### config.mk
export PLATFORM = sky130hd
export DESIGN_NAME = time_set_ctrl
export DESIGN_NICKNAME = d
export VERILOG_FILES = /design/src/rtl/time_set_ctrl.sv
export SDC_FILE = /design/constraint.sdc
export NUM_CORES = 1
export LEC_CHECK = 0
export CAP_MARGIN = 20
export CORE_MARGIN = 2
export CORE_UTILIZATION = 48
export DETAILED_ROUTE_END_ITERATION = 16
export GPL_TIMING_DRIVEN = 0
export PLACE_DENSITY = 0.78
export SYNTH_ARGS = -nofsm -noshare
export SYNTH_HDL_FRONTEND = slang
export SYNTH_SLANG_ARGS = --single-unit
### constraint.sdc
create_clock -name slowclk -period 2.3 [get_ports slowclk]
set_clock_uncertainty 0.2 [all_clocks]
set_input_delay 0.69 -clock slowclk [delete_from_list [all_inputs] [get_ports slowclk]]
set_output_delay 0.69 -clock slowclk [all_outputs]
set_load 0.1 [all_outputs]
### src/rtl/time_set_ctrl.sv
`default_nettype none
// ============================================================================
// Module   : time_set_ctrl
// Purpose  : Button-driven hours/minutes/seconds edit sequencer with one-cycle LOAD.
// Revision : 1.0
// ============================================================================
module time_set_ctrl #(
  parameter int TIMEOUT = 30,
  parameter int TO_W    = 5
) (
  input  logic       slowclk,
  input  logic       reset,
  input  logic       MODE_BTN,
  input  logic       INC_BTN,
  input  logic       DEC_BTN,
  input  logic [4:0] H_CUR,
  input  logic [5:0] M_CUR,
  input  logic [5:0] S_CUR,
  output logic [4:0] H_SET,
  output logic [5:0] M_SET,
  output logic [5:0] S_SET,
  output logic       LOAD,
  output logic       SET_ACTIVE,
  output logic [1:0] FIELD
);

  localparam logic [2:0] RUN    = 3'd0;
  localparam logic [2:0] SET_H  = 3'd1;
  localparam logic [2:0] SET_M  = 3'd2;
  localparam logic [2:0] SET_S  = 3'd3;
  localparam logic [2:0] COMMIT = 3'd4;

  logic [2:0]      sync1, sync2, prev;
  logic [2:0]      evt;
  logic            mode_ev, inc_ev, dec_ev, any_ev;
  logic [2:0]      state, state_nx;
  logic [TO_W-1:0] to_cnt, to_nx;
  logic [4:0]      h_nx;
  logic [5:0]      m_nx, s_nx;
  logic [1:0]      field_nx;

  function automatic logic [4:0] hr_step(input logic [4:0] v, input logic up);
    if (up) hr_step = (v == 5'd23) ? 5'd0 : v + 5'd1;
    else    hr_step = (v == 5'd0) ? 5'd23 : v - 5'd1;
  endfunction

  function automatic logic [5:0] ms_step(input logic [5:0] v, input logic up);
    if (up) ms_step = (v == 6'd59) ? 6'd0 : v + 6'd1;
    else    ms_step = (v == 6'd0) ? 6'd59 : v - 6'd1;
  endfunction

  // Sync/prev flops reset high so a button held through reset yields no event.
  always_ff @(posedge slowclk or posedge reset) begin
    if (reset) begin
      sync1 <= 3'b111;
      sync2 <= 3'b111;
      prev  <= 3'b111;
    end else begin
      sync1 <= {MODE_BTN, INC_BTN, DEC_BTN};
      sync2 <= sync1;
      prev  <= sync2;
    end
  end

  assign evt     = sync2 & ~prev;
  assign mode_ev = evt[2];
  assign inc_ev  = evt[1] & ~evt[0];
  assign dec_ev  = evt[0] & ~evt[1];
  assign any_ev  = |evt;

  always_comb begin
    state_nx = state;
    to_nx    = to_cnt;
    h_nx     = H_SET;
    m_nx     = M_SET;
    s_nx     = S_SET;
    case (state)
      RUN: begin
        if (mode_ev) begin
          state_nx = SET_H;
          to_nx    = '0;
          h_nx     = (H_CUR > 5'd23) ? 5'd0 : H_CUR;
          m_nx     = (M_CUR > 6'd59) ? 6'd0 : M_CUR;
          s_nx     = (S_CUR > 6'd59) ? 6'd0 : S_CUR;
        end
      end
      SET_H, SET_M, SET_S: begin
        if (mode_ev) begin
          // MODE beats any coincident INC/DEC.
          state_nx = (state == SET_H) ? SET_M : (state == SET_M) ? SET_S : COMMIT;
          to_nx    = '0;
        end else if (any_ev) begin
          to_nx = '0;
          if (inc_ev || dec_ev) begin
            if (state == SET_H)      h_nx = hr_step(H_SET, inc_ev);
            else if (state == SET_M) m_nx = ms_step(M_SET, inc_ev);
            else                     s_nx = ms_step(S_SET, inc_ev);
          end
        end else if (to_cnt == TO_W'(TIMEOUT - 1)) begin
          state_nx = RUN;
          to_nx    = '0;
        end else begin
          to_nx = to_cnt + 1'b1;
        end
      end
      COMMIT:  state_nx = RUN;
      default: state_nx = RUN;
    endcase
  end

  always_comb begin
    field_nx = 2'b00;
    case (state_nx)
      SET_H:   field_nx = 2'b01;
      SET_M:   field_nx = 2'b10;
      SET_S:   field_nx = 2'b11;
      default: field_nx = 2'b00;
    endcase
  end

  always_ff @(posedge slowclk or posedge reset) begin
    if (reset) begin
      state      <= RUN;
      to_cnt     <= '0;
      H_SET      <= '0;
      M_SET      <= '0;
      S_SET      <= '0;
      LOAD       <= 1'b0;
      SET_ACTIVE <= 1'b0;
      FIELD      <= 2'b00;
    end else begin
      state      <= state_nx;
      to_cnt     <= to_nx;
      H_SET      <= h_nx;
      M_SET      <= m_nx;
      S_SET      <= s_nx;
      LOAD       <= (state_nx == COMMIT);
      SET_ACTIVE <= (state_nx != RUN);
      FIELD      <= field_nx;
    end
  end

endmodule
`default_nettype wire

==> results of run 1 <==
-- cells by family after synthesis --
family                   share of synthesized area [%]
AND/OR/NAND/NOR                                   20.8
adder cells (fa/ha/maj)                           6.00
XOR/XNOR                                          2.45
AO/OA/AOI/OAI                                     26.5
buffers and inverters                             5.85
flip-flops                                        38.5
-- final cells by class --
| type | count | area (um2) | area share (%) |
|---|---|---|---|
| inverters | 18 | 75.1 | 2.29 |
| clock buffers | 6 | 72.6 | 2.22 |
| multi-input cells | 225 | 1520 | 46.3 |
| plain buffers | 16 | 90.1 | 2.75 |
| clock inverters | 2 | 10.0 | 0.306 |
| flip-flops and latches | 38 | 972 | 29.7 |
| repair buffers | 45 | 450 | 13.8 |
| well taps | 70 | 87.6 | 2.67 |
-- power breakdown --
group | switching, W | internal (W) | total, W
registers | 0.000282 | 0.000888 | 0.00117
logic | 0.00219 | 0.000830 | 0.00302
clock network | 0.000267 | 0.000211 | 0.000478
-- timing repair --
action	CTS	global route
pin swaps	1	3
setup endpoints to repair	32	16
gates cloned	0	1
resized for setup	73	30
buffers inserted	0	2
-- cell usage after synthesis (all sizes together) (2+ instances only) --
master and n:
nor3b 3, xor2 4, nand3b 2, nor4 5, a22o 2, a211o 2
a221oi 5, buf 9, o311ai 2, dfrtp 29, nor2 26, dfstp 9
nor2b 4, a21o 3, o21a 4, o31ai 5, a22oi 2, and3 4
nor3 4, a211oi 4, o211ai 2, inv 17, o21bai 2, nand2b 5
xnor2 3, nand4 2, a31oi 8, nand3 16, clkbuf 8, a21oi 28
a41oi 3, or4 2, o21ai 23, nand2 25, ha 12
-- path summary, 6_finish.rpt --
path / cells past startpoint / slack, ns / to / start
min in group asynchronous: 2 / 0.65 / state[1] / reset
max in group asynchronous: 2 / 0.70 / M_SET[4] / reset
worst min register to register: 0 / 0.16 / sync2[0] / sync1[0]
worst max-delay path: 1 / 0.05 / H_SET[4] / H_SET[4]
worst max register to register: 8 / 0.08 / S_SET[3] / prev[1]
worst min-delay path: 0 / 0.16 / sync2[0] / sync1[0]
-- metrics by stage --
stage | setup TNS (ns) | utilization, %
6_report | 0 | 64.5
5_1_grt | -0.0496 | 64.5
4_1_cts | 0 | 62.1
3_5_place_dp | -3.81 | 59.5
3_3_place_gp | -12.66 | 59.5
2_1_floorplan | 0 | -
-- sequential cells by signal, summed over array words and instances, names as in the netlist --
name / count
prev: 3
H_SET: 5
state: 3
SET_ACTIVE: 1
sync2: 3
S_SET: 6
sync1: 3
M_SET: 6
FIELD: 2
to_cnt: 5
LOAD: 1
-- per-layer routing --
layer | GRT usage (%) | vias to the layer above
li1 | - | 1196
met1 | 29.8 | 1183
met2 | 35.0 | 116
met3 | 4.38 | 18
met4 | 9.64 | 0
met5 | 0 | -
==> impl_metrics.yaml, run 1 <==
floorplan:
  floorplan.die_area_mm2: 0.00581
  start_util_pct: 49.3
  core_mm2: 0.00507
  io_pins: 43
  rows: 26
  die_w_um: 76.2
  die-height_um: 76.2
place:
  dpl_cell_area_mm2: 0.00302
  dp_hpwl_mm: 4.36
  dp_cells: 410
  place_ws_ns: -0.262
  place.gp.congestion: 0.917
  numPortBuffers: 42
global_routing:
  grt_pass1_vias: 2182
  grt_max_degree: 39
  grt_pass1_wl_mm: 10.4
  grt_overflow: 0
  grt_antenna_before_repair: 0
  grtUsageTotal_pct: 22.2
finish:
  nFillCells: 442
  final_cells: 420
  area_growth_pct: 30.8
  final_common_cell: "a21oi_1"
  layout-drive-gt1-share_pct: 22.9
  num_antenna_cells: 0
  final_nets: 383
  final_cell_mix: "a21oi_1 (27), nor2_1 (26), nand2_1 (24), o21ai_0 (22)"
  design_area_mm2: 0.00327
timing:
  timing.fmax_mhz: 444
  worst_pin_slew_ns: 0.786
  holdWs_ns: 0.157
  hold_viol_final: 0
  fin_crit_sh_pct: 98.0
  slew_viol_final: 0
  finalCriticalPeriod_ns: 2.25
  maxSlewHeadroom_pct: 47.5
  setup_viol: 0
  fin_ws_ns: 0.0465
routing:
  firstDrtPassIters: 5
  wl_met1_mm: 2.86
  drtAntennaViolNets: 0
  top_layer_used: "met4"
  drt_iter0_markers: 221
  drc: 0
  met3_length_um: 459
  vias: 2513
  routed_wirelength_mm: 6.46
  routedWlPerCell_um: 15.4
  avgViaCountPerCell: 5.98
  wl_met2_mm: 2.99
synth:
  syn_area_mm2: 0.00250
  syn_area_per_cell_um2: 8.40
  synth_seq_cells: 38
  yosys-top-cells-area: "dfrtp_1 (29%), dfstp_2 (9.5%), ha_1 (6.0%), a21oi_1 (5.6%), o21ai_0 (4.4%)"
  synth_top_area_share_pct: 29.0
  synth_cell_types: 55
  synth-seq-area-share_pct: 38.5
  synthFlopType: "dfrtp_1"
  syn_nets: 332
  yosysTopAreaCell: "dfrtp_1"
  syn_inst: 298
  synth_enable_flop_cells: 0
  ys_async_sr_fraction_pct: 100
  yosysWarnings: 0
setup_path:
  crit_path_max_incr_delay_ns: 0.59
  slowest_stage: "clkdlybuf4s15_2"
  critPathKind: "reg -> out"
  path_max_fanout: 7
  critPathCaptureType: "output pin"
  crit_family: "buffers and inverters"
  crit_arrival_ns: 1.36
  critPathLaunchType: "register"
  critPathRequiredTime_ns: 1.41
  crit_path_cell_trace: "clkdlybuf4s15_2"
  critPathBufInv: 1
clock_tree:
  cts_tree: "built"
  htree_levels: 2
  path_clk_slew_ns: 0.08
  clock_sinks: 38
  clock_path_buffers: 2
  insertion_delay_ns: 0.31
  cts-buffers-inserted: 5
  clockRootBuffer: "clkbuf_8"
  postCtsHoldBufs: 0
power_and_ir_drop:
  cellLeakagePower_nw: 1.36
  power_density_mw_per_mm2: 1420
  irDropWorstVdd_mv: 1.13
  finalPower_w: 0.00466
run_status:
  status: "complete, no violations"
flow_run:
  maxCapViolCount: 0
worst_hold_path:
  hp-class: "reg -> reg"
(Power assumes the default switching activity.)
==> run 2, diff against run 1 <==
CORE_MARGIN = 5   (was 2)
==> impl_metrics.yaml, run 2 (same netlist as run 1, synthesis figures left out) <==
routing:
  avgViaCountPerCell: 5.82
  drtAntennaViolNets: 0
  firstDrtPassIters: 5
  drc: 0
  routed_wirelength_mm: 6.42
  routedWlPerCell_um: 15.4
  vias: 2426
  drt_iter0_markers: 251
global_routing:
  grt_pass1_vias: 2342
  grt_overflow: 0
  grt_pass1_wl_mm: 10.7
  grtUsageTotal_pct: 20.3
  grt_max_degree: 39
  grt_antenna_before_repair: 0
clock_tree:
  cts-buffers-inserted: 5
  insertion_delay_ns: 0.31
  htree_levels: 2
  clockRootBuffer: "clkbuf_8"
  cts_setup_buffers: 0
  clock_sinks: 38
  clock_path_buffers: 2
  postCtsHoldBufs: 0
  cts_tree: "built"
  path_clk_slew_ns: 0.07
setup_path:
  critPathRequiredTime_ns: 1.41
  r2r_slack_ns: 0.14
  slowest_stage: "clkdlybuf4s15_2"
  critPathKind: "reg -> out"
  crit_arrival_ns: 1.37
  path_max_fanout: 7
  critPathBufInv: 1
  critPathCaptureType: "output pin"
  critPathLaunchType: "register"
  crit_path_max_incr_delay_ns: 0.60
  crit_path_cell_trace: "clkdlybuf4s15_2"
  crit_family: "buffers and inverters"
finish:
  area_growth_pct: 27.7
  final_nets: 380
  final_cell_mix: "a21oi_1 (27), nor2_1 (26), nand2_1 (24)"
  layout-drive-gt1-share_pct: 20.5
  num_antenna_cells: 0
  final_common_cell: "a21oi_1"
  final_core_util_pct: 63.0
  top_regs: "M_SET (6), S_SET (6)"
timing:
  timing.fmax_mhz: 443
  fin_crit_sh_pct: 98.1
  slew_viol_final: 0
  rsz0062_at_grt: "no"
  holdWs_ns: 0.159
  hold_viol_final: 0
  setup_viol: 0
  setup_tns_ns: 0
  worst_pin_slew_ns: 0.782
  maxSlewHeadroom_pct: 47.8
  finalCriticalPeriod_ns: 2.26
power_and_ir_drop:
  switching_share_pct: 58.7
  finalPower_w: 0.00461
  clock_power_share_pct: 10.2
  irDropWorstVdd_mv: 0.924
  combPwrFrac_pct: 64.4
  p_sw_w: 0.00271
  p_int_w: 0.00191
  power_density_mw_per_mm2: 1440
  p_seq_share_pct: 25.5
  cellLeakagePower_nw: 1.32
floorplan:
  die_w_um: 82.2
  io_pins: 43
  floorplan.die_area_mm2: 0.00676
  rows: 26
  die-height_um: 82.2
  start_util_pct: 49.3
  core_mm2: 0.00507
place:
  numPortBuffers: 42
  dp_hpwl_mm: 4.49
  place.gp.congestion: 0.851
flow_run:
  maxCapViolCount: 0
worst_hold_path:
  hp-class: "reg -> reg"
run_status:
  status: "complete, no violations"
-- run 2: layout make-up --
type	count	area, um2
clock buffer	6	72.6
inverter	18	72.6
multi-input combinational	225	1470
timing repair buffer	42	422
fill	456	1880
sequential	38	972
buffer	16	91.3
clock inverter	2	10.0
tap	70	87.6
-- run 2: worst paths after layout --
| check | start | to | cells after the start |
|---|---|---|---|
| max | H_SET[4] | H_SET[4] | 1 |
| min | sync1[0] | sync2[0] | 0 |
| max reg2reg | sync2[0] | M_SET[4] | 7 |
| min reg2reg | sync1[0] | sync2[0] | 0 |
| max in group asynchronous | reset | M_SET[4] | 2 |
| min in group asynchronous | reset | state[1] | 2 |
-- run 2: per-stage QoR --
step	std cells	area [um2]	setup WS, ns
after floorplan	298	2510	0.000434
after global placement	410	3020	-0.435
after detailed placement	410	3020	-0.262
after CTS	417	3150	0.00140
after global routing	417	3200	0.00321
final	417	3200	0.0446
-- run 2: metal layers --
metal,wire length [um],global-route usage [%],vias to the layer above
met5,0,0,-
met4,74,7.81,0
met3,378,4.23,7
met2,3120,32.7,79
met1,2850,26.7,1146
li1,-,-,1194
-- run 2: power groups by stage --
stage	Combinational, W	Sequential [W]	Clock (W)
final	0.00297	0.00117	0.000470
after global routing	0.00318	0.00121	0.000518
after CTS	0.00293	0.00117	0.000478
after detailed placement	0.00296	0.00118	0
after global placement	0.00293	0.00117	0
after floorplan	0.00115	0.00227	0
-- run 2: timing repair --
action | in CTS | in global routing
pin swaps | 0 | 3
gates resized for setup | 72 | 25
endpoints found under the setup margin | 31 | 17
==> run 3, diff against run 2 <==
ABC_CLOCK_PERIOD_IN_PS = 2300   (was unset)
CORE_UTILIZATION = 57   (was 48)
DONT_BUFFER_PORTS = 1   (was unset)
PLACE_DENSITY = 0.77   (was 0.78)
==> impl_metrics.yaml, run 3 (same netlist as run 1, synthesis figures left out) <==
run_status:
  status: "complete, but fails checks"
  violations: "setup timing"
setup_path:
  critPathLaunchType: "register"
  r2r-end: "S_SET[3]"
  path_max_fanout: 5
  crit_arrival_ns: 2.34
  critPathCaptureType: "register"
  worstRegToRegCells: 6
  critPathRequiredTime_ns: 2.28
  worstSetupEndpoint: "S_SET[3]"
  r2r_slack_ns: -0.05
  r2r_start: "S_SET[3]"
  startpoint: "S_SET[3]"
  critPathKind: "reg -> reg"
power_and_ir_drop:
  cellLeakagePower_nw: 1.15
  power_density_mw_per_mm2: 1550
  irDropWorstVdd_mv: 1.43
timing:
  fin_ws_ns: -0.0536
  worst_pin_slew_ns: 1.06
  setup_viol: 1
  timing.fmax_mhz: 425
  fin_crit_sh_pct: 102
  rsz0062_at_grt: "yes"
  hold_viol_final: 0
  finalCriticalPeriod_ns: 2.35
  holdWs_ns: 0.157
  maxSlewHeadroom_pct: 29.6
  slew_viol_final: 0
global_routing:
  grtUsageTotal_pct: 20.5
  grt_antenna_before_repair: 0
  grt_overflow: 0
  grt_pass1_vias: 2125
  grt_max_degree: 39
  grt_pass1_wl_mm: 9.87
clock_tree:
  postCtsHoldBufs: 0
  cts-buffers-inserted: 5
  clockRootBuffer: "clkbuf_8"
  htree_levels: 2
  clock_sinks: 38
  path_clk_slew_ns: 0.07
  insertion_delay_ns: 0.29
  clock_path_buffers: 2
  cts_tree: "built"
routing:
  drc: 0
  drt_iter0_markers: 260
  vias: 2304
  routedWlPerCell_um: 17.3
  drtAntennaViolNets: 0
  routed_wirelength_mm: 6.20
  avgViaCountPerCell: 6.42
  firstDrtPassIters: 4
finish:
  final_cell_mix: "a21oi_1 (27), nor2_1 (26), nand2_1 (24), o21ai_0 (21), nand3_1 (16)"
  final_nets: 340
  num_antenna_cells: 0
  final_common_cell: "a21oi_1"
  multi_input_area_mm2: 0.00151
  seqCellArea_mm2: 0.00101
  nFillCells: 353
  layout-drive-gt1-share_pct: 22.5
  final_cells: 359
  top_regs: "M_SET (6), S_SET (6)"
  area_growth_pct: 13.7
floorplan:
  core_mm2: 0.00429
  rows: 24
  die_w_um: 76.3
  io_pins: 43
  die-height_um: 76.3
  floorplan.die_area_mm2: 0.00582
  start_util_pct: 58.3
worst_hold_path:
  min_path_cells: 0
  hp-class: "reg -> reg"
place:
  dp_hpwl_mm: 4.23
  dp_cells: 350
  numPortBuffers: 0
  place.gp.congestion: 0.885
flow_run:
  maxCapViolCount: 0
[run 3: cell type report]
| type | instances | area share (%) |
|---|---|---|
| multi-input combinational | 225 | 53.1 |
| sequential | 38 | 35.4 |
| buffer | 16 | 3.34 |
| clock buffer | 6 | 2.55 |
| inverter | 18 | 2.46 |
| tap | 52 | 2.29 |
| timing repair buffer | 2 | 0.528 |
| clock inverter | 2 | 0.352 |
[run 3: routing by layer]
metal | vias up | track usage [%] | share of wire, %
li1 | 1113 | - | -
met3 | 8 | 6.50 | 6.9
met2 | 84 | 31.8 | 46
met5 | - | 0 | 0
met4 | 0 | 4.72 | 1.0
met1 | 1099 | 28.0 | 46
[run 3: through the flow]
| step | setup slack (ns) | TNS [ns] | instance area (um2) | total power (W) | util [%] |
|---|---|---|---|---|---|
| final | -0.0536 | -0.0536 | 2840 | 0.00442 | 66.2 |
| after global routing | -0.118 | -0.129 | 2840 | 0.00469 | 66.2 |
| after CTS | 0.000153 | 0 | 2720 | 0.00429 | 63.2 |
| after detailed placement | -0.289 | -2.00 | 2580 | 0.00378 | 60.0 |
| after global placement | -0.266 | -1.79 | 2580 | 0.00374 | 60.0 |
| after floorplan | 0.000434 | 0 | 2510 | 0.00343 | - |
[run 3: what timing repair did]
item,4_1_cts,5_1_grt
hold endpoints to repair,0,0
setup endpoints to repair,16,17
resized for setup,21,35
pin swaps,1,3
buffers inserted,0,2
[run 3: power by group]
| part | internal, W | leakage (nW) | switching (W) |
|---|---|---|---|
| sequential | 0.000922 | 0.434 | 0.00150 |
| combinational | 0.000623 | 0.671 | 0.000919 |
| clock | 0.000210 | 0.0450 | 0.000239 |
[run 3: worst max-delay path, cell delays in order, from the launching register on]
cell,delay (ns)
dfrtp_4,0.63
buf_6,0.18
or2_4,0.26
or4_4,0.52
nand2_4,0.10
o31ai_2,0.07
a211oi_1,0.28
[run 3: worst min path at each step]
| stage | start | endpoint | slack [ns] |
|---|---|---|---|
| after floorplan | sync1[0] | sync2[0] | 0.15 |
| after global placement | sync1[2] | sync2[2] | 0.15 |
| after detailed placement | sync1[1] | sync2[1] | 0.15 |
| after CTS | sync1[1] | sync2[1] | 0.16 |
| after global routing | sync1[1] | sync2[1] | 0.16 |
| final | sync1[1] | sync2[1] | 0.16 |
